==> config.mk <==
export PLATFORM = sky130hd
export DESIGN_NAME = hx8357_read_controller
export DESIGN_NICKNAME = d
export VERILOG_FILES = /design/src/rtl/hx8357_read_controller.sv
export SDC_FILE = /design/constraint.sdc
export NUM_CORES = 1
export LEC_CHECK = 0
export CORE_MARGIN = 2
export CORE_UTILIZATION = 49
export DETAILED_ROUTE_END_ITERATION = 10
export PLACE_DENSITY = 0.91
export SYNTH_ARGS = -nofsm -noshare
export SYNTH_HDL_FRONTEND = slang
export SYNTH_SLANG_ARGS = --single-unit
==> constraint.sdc <==
create_clock -name clk -period 2.9 [get_ports clk]
set_clock_uncertainty 0.2 [all_clocks]
set_input_delay 0.58 -clock clk [delete_from_list [all_inputs] [get_ports clk]]
set_output_delay 0.58 -clock clk [all_outputs]
set_load 0.005 [all_outputs]
==> src/rtl/hx8357_read_controller.sv <==
// ---------------------------------------------------------------------------
// hx8357_read_controller
//
// Purpose:
//   Read-side master for an HX8357 8080-style parallel bus. One transaction
//   writes a command word (DCx=0, one WRx pulse), releases the bus, then
//   issues rd_count (+1 optional dummy) RDx strobes and delivers each captured
//   DATAx word through a valid/ready handshake. busy lets a top-level arbiter
//   decide which controller owns the shared pins.
//
// Ports:
//   clk, nres            clock, asynchronous active-low reset
//   start                request, sampled only while idle
//   cmd_in, rd_count     command word and number of words to deliver
//   busy, done           transaction in progress / one-cycle end pulse
//   rd_data, rd_valid    captured word and its valid flag
//   rd_ready             consumer accept
//   CSx, DCx, WRx, RDx   bus control pins (CSx/WRx/RDx active low)
//   DATAx_out, DATAx_oe  bus drive value and output enable
//   DATAx_in             bus value from the pad
// ---------------------------------------------------------------------------
module hx8357_read_controller #(
  parameter int unsigned RD_LOW_CYC  = 4,
  parameter int unsigned RD_HIGH_CYC = 2,
  parameter int unsigned TURN_CYC    = 1,
  parameter bit          DUMMY_READ  = 1'b1
) (
  input  logic        clk,
  input  logic        nres,
  input  logic        start,
  input  logic [15:0] cmd_in,
  input  logic [7:0]  rd_count,
  output logic        busy,
  output logic [15:0] rd_data,
  output logic        rd_valid,
  input  logic        rd_ready,
  output logic        done,
  output logic        CSx,
  output logic        DCx,
  output logic        WRx,
  output logic        RDx,
  output logic [15:0] DATAx_out,
  output logic        DATAx_oe,
  input  logic [15:0] DATAx_in
);

  typedef enum logic [2:0] {
    S_IDLE, S_CMD_SETUP, S_CMD_WR, S_CMD_HOLD,
    S_TURN, S_RD_LOW, S_RD_HIGH, S_FINISH
  } state_t;

  // All pin-level outputs are registered so the pads never see decode glitches.
  typedef struct packed {
    logic        cs_n;
    logic        dc;
    logic        wr_n;
    logic        rd_n;
    logic        oe;
    logic        busy;
    logic        done;
    logic [15:0] dout;
  } pins_t;

  localparam pins_t PINS_IDLE = '{cs_n: 1'b1, dc: 1'b1, wr_n: 1'b1, rd_n: 1'b1,
                                  oe: 1'b0, busy: 1'b0, done: 1'b0, dout: 16'h0000};

  localparam logic [7:0] TURN_LAST = 8'(TURN_CYC - 1);
  localparam logic [7:0] LOW_LAST  = 8'(RD_LOW_CYC - 1);
  localparam logic [7:0] HIGH_LAST = 8'(RD_HIGH_CYC - 1);

  state_t      state_q, state_d;
  logic [15:0] cmd_q, cmd_d;
  logic [7:0]  words_q, words_d;     // data words still to be strobed
  logic        dummy_q, dummy_d;     // dummy strobe still pending
  logic [7:0]  cyc_q, cyc_d;         // cycles spent in the current state
  logic [15:0] rd_data_q, rd_data_d;
  logic        rd_valid_q, rd_valid_d;
  pins_t       pins_q, pins_d;
  logic        reads_left;
  logic        accept;

  function automatic pins_t pins_for(input state_t s, input logic valid,
                                     input logic [15:0] cmd);
    pins_t p;
    p = PINS_IDLE;
    case (s)
      S_CMD_SETUP, S_CMD_HOLD: begin
        p.cs_n = 1'b0; p.dc = 1'b0; p.oe = 1'b1; p.dout = cmd; p.busy = 1'b1;
      end
      S_CMD_WR: begin
        p.cs_n = 1'b0; p.dc = 1'b0; p.oe = 1'b1; p.dout = cmd; p.busy = 1'b1;
        p.wr_n = 1'b0;
      end
      S_TURN, S_RD_HIGH: begin
        p.cs_n = 1'b0; p.busy = 1'b1;
      end
      S_RD_LOW: begin
        p.cs_n = 1'b0; p.busy = 1'b1; p.rd_n = 1'b0;
      end
      S_FINISH: begin
        // Keep the chip selected until the last word has been taken.
        if (valid) begin
          p.cs_n = 1'b0; p.busy = 1'b1;
        end else begin
          p.done = 1'b1;
        end
      end
      default: p = PINS_IDLE;
    endcase
    return p;
  endfunction

  // Counters are already post-decrement when RD_HIGH is entered.
  assign reads_left = dummy_q || (words_q != 8'd0);
  assign accept     = rd_valid_q && rd_ready;

  always_comb begin
    state_d    = state_q;
    cmd_d      = cmd_q;
    words_d    = words_q;
    dummy_d    = dummy_q;
    rd_data_d  = rd_data_q;
    rd_valid_d = rd_valid_q;
    cyc_d      = (cyc_q == 8'hFF) ? cyc_q : cyc_q + 8'd1;

    if (accept) rd_valid_d = 1'b0;

    case (state_q)
      S_IDLE: begin
        if (start) begin
          cmd_d   = cmd_in;
          words_d = rd_count;
          dummy_d = DUMMY_READ;
          state_d = S_CMD_SETUP;
        end
      end
      S_CMD_SETUP: state_d = S_CMD_WR;
      S_CMD_WR:    state_d = S_CMD_HOLD;
      S_CMD_HOLD:  state_d = reads_left ? S_TURN : S_FINISH;
      S_TURN: begin
        if (cyc_q == TURN_LAST) state_d = S_RD_LOW;
      end
      S_RD_LOW: begin
        if (cyc_q == LOW_LAST) begin
          state_d = S_RD_HIGH;
          if (dummy_q) begin
            dummy_d = 1'b0;
          end else begin
            rd_data_d  = DATAx_in;
            rd_valid_d = 1'b1;
            words_d    = words_q - 8'd1;
          end
        end
      end
      S_RD_HIGH: begin
        // Never start another strobe while an untaken word is pending.
        if ((cyc_q >= HIGH_LAST) && (!rd_valid_q || rd_ready))
          state_d = reads_left ? S_RD_LOW : S_FINISH;
      end
      S_FINISH: begin
        if (!rd_valid_q) state_d = S_IDLE;
      end
      default: state_d = S_IDLE;
    endcase

    if ((state_d != state_q) || (state_q == S_IDLE)) cyc_d = 8'd0;

    pins_d = pins_for(state_d, rd_valid_d, cmd_d);
  end

  always_ff @(posedge clk or negedge nres) begin
    if (!nres) begin
      state_q    <= S_IDLE;
      cmd_q      <= 16'h0000;
      words_q    <= 8'd0;
      dummy_q    <= 1'b0;
      cyc_q      <= 8'd0;
      rd_data_q  <= 16'h0000;
      rd_valid_q <= 1'b0;
      pins_q     <= PINS_IDLE;
    end else begin
      state_q    <= state_d;
      cmd_q      <= cmd_d;
      words_q    <= words_d;
      dummy_q    <= dummy_d;
      cyc_q      <= cyc_d;
      rd_data_q  <= rd_data_d;
      rd_valid_q <= rd_valid_d;
      pins_q     <= pins_d;
    end
  end

  assign CSx       = pins_q.cs_n;
  assign DCx       = pins_q.dc;
  assign WRx       = pins_q.wr_n;
  assign RDx       = pins_q.rd_n;
  assign DATAx_oe  = pins_q.oe;
  assign DATAx_out = pins_q.dout;
  assign busy      = pins_q.busy;
  assign done      = pins_q.done;
  assign rd_data   = rd_data_q;
  assign rd_valid  = rd_valid_q;

endmodule

==> run summary, run 1 <==
- **Total Neg Setup Slack** 0 ns
- **Filler Cells Inserted** 512
- **Core Region** 6760 um2
- **total half-perimeter wirelength after legalization and detailed placement** 5120 um
- **post-detailed-route count of antenna-violating nets** 0
- **DRC marker count from the first detailed-route iteration** 133
- **setup slack at placement** 0.200 ns
- **CTS root buf** sky130_fd_sc_hd__clkbuf_8
- **min-delay worst type** input port to asynchronous set/reset pin
- **static power due to leakage** 1.97 nW
- **dominant synthesized flop cell** sky130_fd_sc_hd__dfrtp_1
- **data required time of the critical path** 2.97 ns
- **RSZ-0062 raised after global routing** false
- **CTS tree** built
- **DR pass1 iterations** 4
- **number of warnings reported in the yosys synthesis log** 0
- **worst setup margin** 0.270 ns
- **top cells by area, synth** sky130_fd_sc_hd__dfrtp_1 (53%), sky130_fd_sc_hd__mux2_2 (11%), sky130_fd_sc_hd__dfstp_2 (3.1%)
- **global-route wire length before repair** 12100 um
- **category of the critical setup timing path** flop to flop
- **number of nets in the finished design** 412
- **Antenna Diode Count** 0
- **proportion of layout cells with a drive suffix above 1** 23.6%
- **Gate Count Post-Synth** 274
- **Syn-to-layout area delta** 33.8%
- **portion of the post-synthesis area used by sequential elements** 56.3%
- **endpoints failing hold** 0
- **number of failing setup endpoints in the final timing report** 0
- **clock slew seen by the registers of the worst setup and hold paths** 0.08 ns
- **ratio of final minimum period to clock period** 90.7%
- **total track usage** 20.7%
- **number of enable flip-flop cells after synthesis** 0
- **Net Count, Synth** 323
- **worst max-slew margin expressed relative to the limit** 36.4%
- **synthesized cell area** 3390 um2
- **Power per Cell Area** 895 nW/um2
- **number of flip-flops and latches in the synthesized netlist** 76
- **initial cell density of the core** 50.1%
- **share of synthesized flip-flops with an asynchronous set or reset** 100%
- **Die Height** 87.2 um
- **Overflow after GRT** 0
- **top cell type by total area after synthesis** sky130_fd_sc_hd__dfrtp_1
- **share of the synthesized area in the top cell type** 53.2%
- **vias in the first global route** 2538
- **sinks on the clock net** 76
- **vias per inst** 5.44
- **std cell rows** 30
- **via count of the routed design** 2435
- **Die Area** 7600 um2
- **synth unique cells** 60
- **most common cell after layout, fill and taps aside** sky130_fd_sc_hd__clkdlybuf4s50_1
- **Resized Gates After CTS** 0
- **Slew Viols, Final** 0
- **# Max-Cap Violations** 0
- **Worst IR Drop VDD** 0.495 mV
- **maximum clock path buffer count** 2
- **Highest Clock Rate** 380 MHz
- **count of boundary I/O pins** 84
- **kind of capture point of the worst setup path** flop
- **number of antenna violations at the first check in global routing** 0
- **count of hold buffers inserted by post-cts repair** 0
- **mean cell area of the mapped netlist** 12.4 um2
- **Startpoint Class** flop
- **setup slack of the most critical reg-to-reg path** 0.27 ns
- **data arrival time of the critical path** 2.70 ns
- **number of clock buffers inserted by TritonCTS** 9
- **area of the multi-input gates** 1410 um2
- **DRC** 0
- **clock latency reported for the late side of the worst-skew pair** 0.34 ns
- **routed len/inst** 16.5 um
- **slew at the pin closest to its max-slew limit** 0.954 ns
- **maximum fanout along the worst path** 8
- **CTS HTree Levels** 3
- **leading cell types in the layout, fill and taps excluded** sky130_fd_sc_hd__clkdlybuf4s50_1 (82), sky130_fd_sc_hd__dfrtp_1 (72), sky130_fd_sc_hd__mux2_2 (33), sky130_fd_sc_hd__nor2_1 (19), sky130_fd_sc_hd__o21ai_0 (12)
- **post-CTS setup repair buffer count** 0
- **pin count of the biggest net entering global routing** 77
- **run status** finished, final reports clean
- **final worst path period need** 2.63 ns
- **die width** 87.2 um
- **number of buffers inserted by port buffering** 83
- **Sequential cell area** 1910 um2
- **Placer Congestion** 0.907
- **Total Wirelength** 7390 um
## synth_stat cells (5+ instances only)
master,instances
sky130_fd_sc_hd__nor2_1,19
sky130_fd_sc_hd__a21oi_1,10
sky130_fd_sc_hd__nor2b_1,6
sky130_fd_sc_hd__nand2_1,9
sky130_fd_sc_hd__dfrtp_1,72
sky130_fd_sc_hd__ha_1,5
sky130_fd_sc_hd__nand2b_1,5
sky130_fd_sc_hd__nand3_1,9
sky130_fd_sc_hd__mux2_2,33
sky130_fd_sc_hd__nor2b_2,8
sky130_fd_sc_hd__inv_1,6
sky130_fd_sc_hd__o21ai_0,12
## logic make-up after synthesis
logic type | share of synthesized area (%)
buf+inv | 2.25
simple gates | 17.9
compound gates | 9.90
flops | 56.3
xor+xnor | 0.517
mux | 11.3
fa+ha+maj | 1.85
## final timing paths
kind                       cells past startpoint            startpoint                   end
min reg2reg                                    1   cmd_q[13]$_DFF_PN0_   cmd_q[13]$_DFF_PN0_
min in group clk                               1   cmd_q[13]$_DFF_PN0_   cmd_q[13]$_DFF_PN0_
max reg2reg                                    7  cyc_q[0]$_DFFE_PN0P_  cyc_q[7]$_DFFE_PN0P_
max in group asynchronous                      1                  nres    cmd_q[2]$_DFF_PN0_
min                                            1                  nres  state_q[2]$_DFF_PN0_
max                                            7  cyc_q[0]$_DFFE_PN0P_  cyc_q[7]$_DFFE_PN0P_
## critical path: stages (launching register included)
cell and delay (ns):
sky130_fd_sc_hd__dfrtp_1 0.39, sky130_fd_sc_hd__ha_1 0.34, sky130_fd_sc_hd__nor3b_1 0.41, sky130_fd_sc_hd__nand2_1 0.18, sky130_fd_sc_hd__a2bb2oi_2 0.21, sky130_fd_sc_hd__nand3_2 0.14
sky130_fd_sc_hd__o41ai_4 0.46, sky130_fd_sc_hd__nor3b_2 0.23
## sequential cells by signal (all words and copies together) (netlist names)
name and flops:
DCx 1, CSx 1, RDx 1, DATAx_out 16, rd_valid 1, dummy_q 1, words_q 8, cmd_q 16
busy 1, rd_data 16, state_q 3, WRx 1, cyc_q 8, DATAx_oe 1, done 1
## report_power, final
part           switching (mW)  total (mW)  internal (mW)  leakage, nW
logic                   0.754        1.55          0.800        0.920
clock network           0.404       0.920          0.516        0.113
registers               0.188        1.58           1.39        0.936
## routing by layer
| layer | wire (um) | GRT usage, % | up-vias |
|---|---|---|---|
| met5 | 0 | 0 | - |
| met4 | 128 | 8.95 | 0 |
| met3 | 391 | 4.45 | 14 |
| met2 | 3840 | 34.6 | 76 |
| met1 | 3030 | 26.0 | 1188 |
| li1 | - | - | 1157 |
## stage by stage
stage | hold WS (ns) | power, mW | std cells | util, % | area (um2)
after global routing | 0.262 | 4.33 | 448 | 67.1 | 4530
after detailed placement | 0.286 | 3.16 | 432 | 63.6 | 4300
final | 0.173 | 4.06 | 448 | 67.1 | 4530
after CTS | 0.217 | 4.09 | 448 | 67.1 | 4530
after floorplan | 0.0844 | 2.60 | 274 | - | 3390
after global placement | 0.277 | 3.07 | 432 | 63.6 | 4300
## cell type report
class / count / share of cell area [%]
clock buffer: 10 / 3.04
timing repair buffer: 88 / 19.1
multi-input combinational: 182 / 31.0
clock inverter: 6 / 2.07
inverter: 6 / 0.497
tap: 80 / 2.21
sequential: 76 / 42.1
Note: power is estimated with default switching activity, not from simulation.
==> run 2: changes to the inputs <==
--- a/config.mk
+++ b/config.mk
@@ -8,6 +8,7 @@
 export CORE_MARGIN = 2
 export CORE_UTILIZATION = 49
 export DETAILED_ROUTE_END_ITERATION = 10
+export GPL_TIMING_DRIVEN = 0
 export PLACE_DENSITY = 0.91
 export SYNTH_ARGS = -nofsm -noshare
 export SYNTH_HDL_FRONTEND = slang
==> run 2 against run 1 <==
Sequential share of layout area fell by 0.46 points; core utilization rose by 0.74 points; register-to-register slack got worse by 0.05 ns; sequential power barely moved; clock power fell by 8.6%; cell area rose by 1.1%; fmax fell by 2.0%; total power fell by 0.79%; first-iteration DRC count fell by 18%; die area did not move; non-clock buffer count rose by 7; wire length rose by 1.0%; largest cell class unchanged; largest power group is now combinational logic.
==> run summary, run 2 (same netlist as run 1, synthesis figures left out) <==
- **min-delay src** cmd_q[4]$_DFF_PN0_
- **Overflow after GRT** 0
- **fin util** 67.8%
- **number of antenna violations at the first check in global routing** 0
- **RSZ-0062 raised after global routing** false
- **min-delay worst type** flop to flop
- **area of the multi-input gates** 1430 um2
- **DRC marker count from the first detailed-route iteration** 109
- **Total Wirelength** 7460 um
- **combinational cell fraction of total power** 40.7%
- **final worst path period need** 2.68 ns
- **Total Neg Setup Slack** 0 ns
- **data arrival time of the critical path** 2.73 ns
- **Worst IR Drop VDD** 0.533 mV
- **initial cell density of the core** 50.1%
- **leading cell types in the layout, fill and taps excluded** sky130_fd_sc_hd__clkdlybuf4s50_1 (82), sky130_fd_sc_hd__dfrtp_1 (72), sky130_fd_sc_hd__mux2_2 (33), sky130_fd_sc_hd__nor2_1 (19), sky130_fd_sc_hd__o21ai_0 (12)
- **pin count of the biggest net entering global routing** 48
- **# Max-Cap Violations** 0
- **routed len/inst** 16.4 um
- **number of nets in the finished design** 419
- **net switching fraction of the power** 34.4%
- **Slew Viols, Final** 0
- **most common cell after layout, fill and taps aside** sky130_fd_sc_hd__clkdlybuf4s50_1
- **CTS root buf** sky130_fd_sc_hd__clkbuf_8
- **maximum clock path buffer count** 2
- **via count of the routed design** 2484
- **total track usage** 21.4%
- **Syn-to-layout area delta** 35.2%
- **std cell rows** 30
- **Worst setup startpoint** cyc_q[0]$_DFFE_PN0P_
- **worst max-slew margin expressed relative to the limit** 63.9%
- **slew at the pin closest to its max-slew limit** 0.541 ns
- **sinks on the clock net** 76
- **Die Area** 7600 um2
- **category of the critical setup timing path** flop to flop
- **Internal Power** 2.64 mW
- **count of boundary I/O pins** 84
- **die width** 87.2 um
- **DRC** 0
- **data required time of the critical path** 2.94 ns
- **Highest Clock Rate** 373 MHz
- **critical path cell sequence** ha_1, nor3b_2, a21boi_0, a2bb2oi_1, nand2_2, o21ai_2, buf_6, nor2b_2
- **vias in the first global route** 2561
- **Power per Cell Area** 878 nW/um2
- **CTS tree** built
- **post-detailed-route count of antenna-violating nets** 0
- **Reg2Reg Launch Point** cyc_q[0]$_DFFE_PN0P_
- **global-route wire length before repair** 12300 um
- **DR pass1 iterations** 4
- **Sequential cell area** 1910 um2
- **number of clock buffers inserted by TritonCTS** 9
- **clock latency reported for the late side of the worst-skew pair** 0.36 ns
- **post-route design area** 4580 um2
- **vias per inst** 5.46
- **Placer Congestion** 0.886
- **total half-perimeter wirelength after legalization and detailed placement** 5370 um
- **Clk network pwr share** 20.9%
- **Hold Slack** 0.299 ns
- **Antenna Diode Count** 0
- **Core Region** 6760 um2
- **clock slew seen by the registers of the worst setup and hold paths** 0.08 ns
- **portion of total power attributed to sequential cells** 38.4%
- **static power due to leakage** 2.01 nW
- **kind of capture point of the worst setup path** flop
- **number of buffers inserted by port buffering** 83
- **proportion of layout cells with a drive suffix above 1** 24.0%
- **number of failing setup endpoints in the final timing report** 0
- **Startpoint Class** flop
- **endpoints failing hold** 0
- **maximum single-stage delay on the critical path** 0.47 ns
- **CTS HTree Levels** 3
- **Net Switching** 1.39 mW
- **run status** finished, final reports clean
- **instance area after placement** 4340 um2
- **Die Height** 87.2 um
- **maximum fanout along the worst path** 10
- **ratio of final minimum period to clock period** 92.5%
- **worst-path cell with the longest stage delay** sky130_fd_sc_hd__o21ai_2
- **Filler Cells Inserted** 511
==> run 2: worst paths after layout <==
kind	to	slack (ns)	cells after the start
max reg2reg	DATAx_out[14]$_DFF_PN0_	0.22	8
min in group asynchronous	words_q[3]$_DFFE_PN0P_	0.49	2
max in group asynchronous	DCx$_DFF_PN1_	1.39	3
min reg2reg	cmd_q[4]$_DFF_PN0_	0.30	1
max	DATAx_out[14]$_DFF_PN0_	0.22	8
min	cmd_q[4]$_DFF_PN0_	0.30	1
==> run 2: power groups by stage <==
stage                     logic [mW]  registers [mW]  clock network [mW]
after floorplan                 1.07            1.54                   0
final                           1.64            1.55               0.841
after global placement          1.54            1.55                   0
after detailed placement        1.62            1.57                   0
after CTS                       1.63            1.55               0.855
after global routing            1.79            1.59               0.898
==> run 2: per-stage QoR <==
stage          cells  total power [mW]  setup WS [ns]
2_1_floorplan    274              2.60          0.658
3_3_place_gp     437              3.09          -1.51
3_5_place_dp     438              3.19        -0.0510
4_1_cts          455              4.03          0.150
5_1_grt          455              4.27         0.0710
6_report         455              4.02          0.217
==> run 2: per-layer routing <==
| metal | global-route usage, % | vias up | wire length [um] |
|---|---|---|---|
| met3 | 5.40 | 12 | 433 |
| met4 | 8.95 | 0 | 155 |
| li1 | - | 1169 | - |
| met5 | 0 | - | 0 |
| met2 | 36.1 | 71 | 3930 |
| met1 | 26.3 | 1232 | 2950 |
==> run 2: critical path: cells and delay by family, from the launching register on <==
family                   cells  cell delay [ns]
AO/OA/AOI/OAI                3             1.03
flip-flops                   1             0.41
AND/OR/NAND/NOR              3             0.39
adder cells (fa/ha/maj)      1             0.30
buffers and inverters        1             0.24
==> run 2: cell type report <==
| cell class | instances | share of cell area [%] |
|---|---|---|
| flip-flops and latches | 76 | 41.6 |
| multi-input cells | 182 | 31.1 |
| plain buffers | 10 | 1.17 |
| clock buffers | 10 | 3.00 |
| inverters | 6 | 0.492 |
| clock inverters | 6 | 1.53 |
| well taps | 80 | 2.18 |
| repair buffers | 85 | 18.9 |
==> run 2: timing repair <==
action                                 4_1_cts  5_1_grt
resized for setup                            0        3
endpoints found under the hold margin       27        0
setup endpoints to repair                    0        7
buffers inserted                             0        0
hold buffers                                 1        0
==> run 3: changes to the inputs <==
--- a/config.mk
+++ b/config.mk
@@ -9,7 +9,7 @@
 export CORE_UTILIZATION = 49
 export DETAILED_ROUTE_END_ITERATION = 10
 export GPL_TIMING_DRIVEN = 0
-export PLACE_DENSITY = 0.91
+export PLACE_DENSITY_LB_ADDON = 0.3
 export SYNTH_ARGS = -nofsm -noshare
 export SYNTH_HDL_FRONTEND = slang
 export SYNTH_SLANG_ARGS = --single-unit
==> run 3 against run 2 <==
Global-route usage fell by 1.7 points; critical path depth fell by 1; largest power group unchanged; sequential power about the same; first-iteration DRC count is the same; critical endpoint is now words_q[7]$_DFFE_PN0P_.
==> run summary, run 3 (same netlist as run 1, synthesis figures left out) <==
- **Total Neg Setup Slack** 0 ns
- **proportion of layout cells with a drive suffix above 1** 23.7%
- **sinks on the clock net** 76
- **instance area after placement** 4340 um2
- **leading cell types in the layout, fill and taps excluded** sky130_fd_sc_hd__clkdlybuf4s50_1 (82), sky130_fd_sc_hd__dfrtp_1 (72), sky130_fd_sc_hd__mux2_2 (33), sky130_fd_sc_hd__nor2_1 (19), sky130_fd_sc_hd__o21ai_0 (12)
- **number of buffers inserted by port buffering** 83
- **number of antenna violations at the first check in global routing** 0
- **min-delay worst type** flop to flop
- **worst max-slew margin expressed relative to the limit** 52.2%
- **WHS Path Cells** 1
- **final worst path period need** 2.57 ns
- **number of nets in the finished design** 419
- **RSZ-0062 raised after global routing** false
- **most common cell after layout, fill and taps aside** sky130_fd_sc_hd__clkdlybuf4s50_1
- **min-delay src** cmd_q[2]$_DFF_PN0_
- **number of clock buffers inserted by TritonCTS** 9
- **CTS root buf** sky130_fd_sc_hd__clkbuf_8
- **Worst IR Drop VDD** 0.506 mV
- **setup slack at placement** -0.00908 ns
- **end point of the worst hold path** cmd_q[2]$_DFF_PN0_
- **worst setup margin** 0.327 ns
- **post-detailed-route count of antenna-violating nets** 0
- **slew at the pin closest to its max-slew limit** 0.714 ns
- **pin count of the biggest net entering global routing** 56
- **vias per inst** 5.29
- **static power due to leakage** 1.99 nW
- **Placer Congestion** 0.898
- **maximum clock path buffer count** 2
- **vias in the first global route** 2366
- **setup slack of the most critical reg-to-reg path** 0.33 ns
- **Slew Viols, Final** 0
- **Overflow after GRT** 0
- **count of boundary I/O pins** 84
- **clock latency reported for the late side of the worst-skew pair** 0.35 ns
- **data arrival time of the critical path** 2.59 ns
- **CTS tree** built
- **DRC marker count from the first detailed-route iteration** 109
- **DRC** 0
- **data required time of the critical path** 2.91 ns
- **post-route design area** 4560 um2
- **Startpoint Class** flop
- **total track usage** 19.7%
- **std cell rows** 30
- **Total Wirelength** 7080 um
- **via count of the routed design** 2406
- **Syn-to-layout area delta** 34.6%
- **run status** finished, final reports clean
- **# Max-Cap Violations** 0
- **Hold Slack** 0.299 ns
- **Power per Cell Area** 869 nW/um2
- **kind of capture point of the worst setup path** flop
- **category of the critical setup timing path** flop to flop
- **Worst setup startpoint** cyc_q[0]$_DFFE_PN0P_
- **Die Area** 7600 um2
- **total half-perimeter wirelength after legalization and detailed placement** 5030 um
- **maximum fanout along the worst path** 10
- **Reg2Reg Launch Point** cyc_q[0]$_DFFE_PN0P_
- **fin util** 67.5%
- **Antenna Diode Count** 0
- **Die Height** 87.2 um
- **routed len/inst** 15.6 um
- **global-route wire length before repair** 11400 um
- **ratio of final minimum period to clock period** 88.7%
- **CTS HTree Levels** 3
- **clock slew seen by the registers of the worst setup and hold paths** 0.08 ns
- **worst r2r path cells** 7
- **number of failing setup endpoints in the final timing report** 0
- **die width** 87.2 um
- **Highest Clock Rate** 389 MHz
- **endpoints failing hold** 0
- **Core Region** 6760 um2
- **RR Endpoint** words_q[7]$_DFFE_PN0P_
- **DR pass1 iterations** 4
- **initial cell density of the core** 50.1%
## run 3: changes by cell type in the layout (fill, tap and decap cells not counted), sizes merged
cell,before,now
clkinvlp,0,1
clkinv,3,2
## run 3: layer usage
layer,GRT usage (%),up-vias,wire length (um)
li1,-,1166,-
met1,26.1,1184,3140
met2,30.0,48,3450
met3,7.68,8,409
met4,6.43,0,85
met5,0,-,0
## run 3: worst max-delay path by stage
stage          depth (start not counted)  slack [ns]                     end
6_report                               7        0.33  words_q[7]$_DFFE_PN0P_
5_1_grt                                7        0.01  words_q[5]$_DFFE_PN0P_
4_1_cts                                7        0.14  words_q[7]$_DFFE_PN0P_
3_5_place_dp                           6      -0.009  words_q[7]$_DFFE_PN0P_
3_3_place_gp                           1       -1.56  rd_data[8]$_DFFE_PN0P_
2_1_floorplan                          7        0.66    cyc_q[7]$_DFFE_PN0P_
## run 3: cell type report
| cell class | instances | area [um2] |
|---|---|---|
| Sequential cell | 76 | 1910 |
| Timing Repair Buffer | 85 | 866 |
| Clock inverter | 6 | 72.6 |
| Tap cell | 80 | 100 |
| Fill cell | 517 | 2200 |
| Multi-Input combinational cell | 182 | 1410 |
| Inverter | 6 | 22.5 |
| Clock buffer | 10 | 128 |
| Buffer | 10 | 53.8 |
## run 3: what timing repair did
| item | 4_1_cts | 5_1_grt |
|---|---|---|
| endpoints found under the setup margin | 0 | 4 |
| hold buffers | 1 | 0 |
| endpoints found under the hold margin | 20 | 0 |
| setup buffers | 0 | 0 |
| resized for setup | 0 | 1 |
## run 3: worst max-delay path: stages, from the launching register on
cell and delay (ns):
sky130_fd_sc_hd__dfrtp_1 0.40, sky130_fd_sc_hd__ha_1 0.30, sky130_fd_sc_hd__nor3b_2 0.31, sky130_fd_sc_hd__nand4b_2 0.33, sky130_fd_sc_hd__nor2b_1 0.32, sky130_fd_sc_hd__clkbuf_1 0.27, sky130_fd_sc_hd__o21ai_0 0.20, sky130_fd_sc_hd__o21ai_0 0.12
## run 3: power breakdown
group,internal [mW],switching (mW)
Combinational,0.811,0.793
Sequential,1.39,0.144
Clock,0.407,0.412
Total,2.61,1.35
## run 3: through the flow
step | std cells | power (mW)
6_report | 455 | 3.96
5_1_grt | 455 | 4.22
4_1_cts | 455 | 4.00
3_5_place_dp | 438 | 3.16
3_3_place_gp | 437 | 3.10
2_1_floorplan | 274 | 2.60
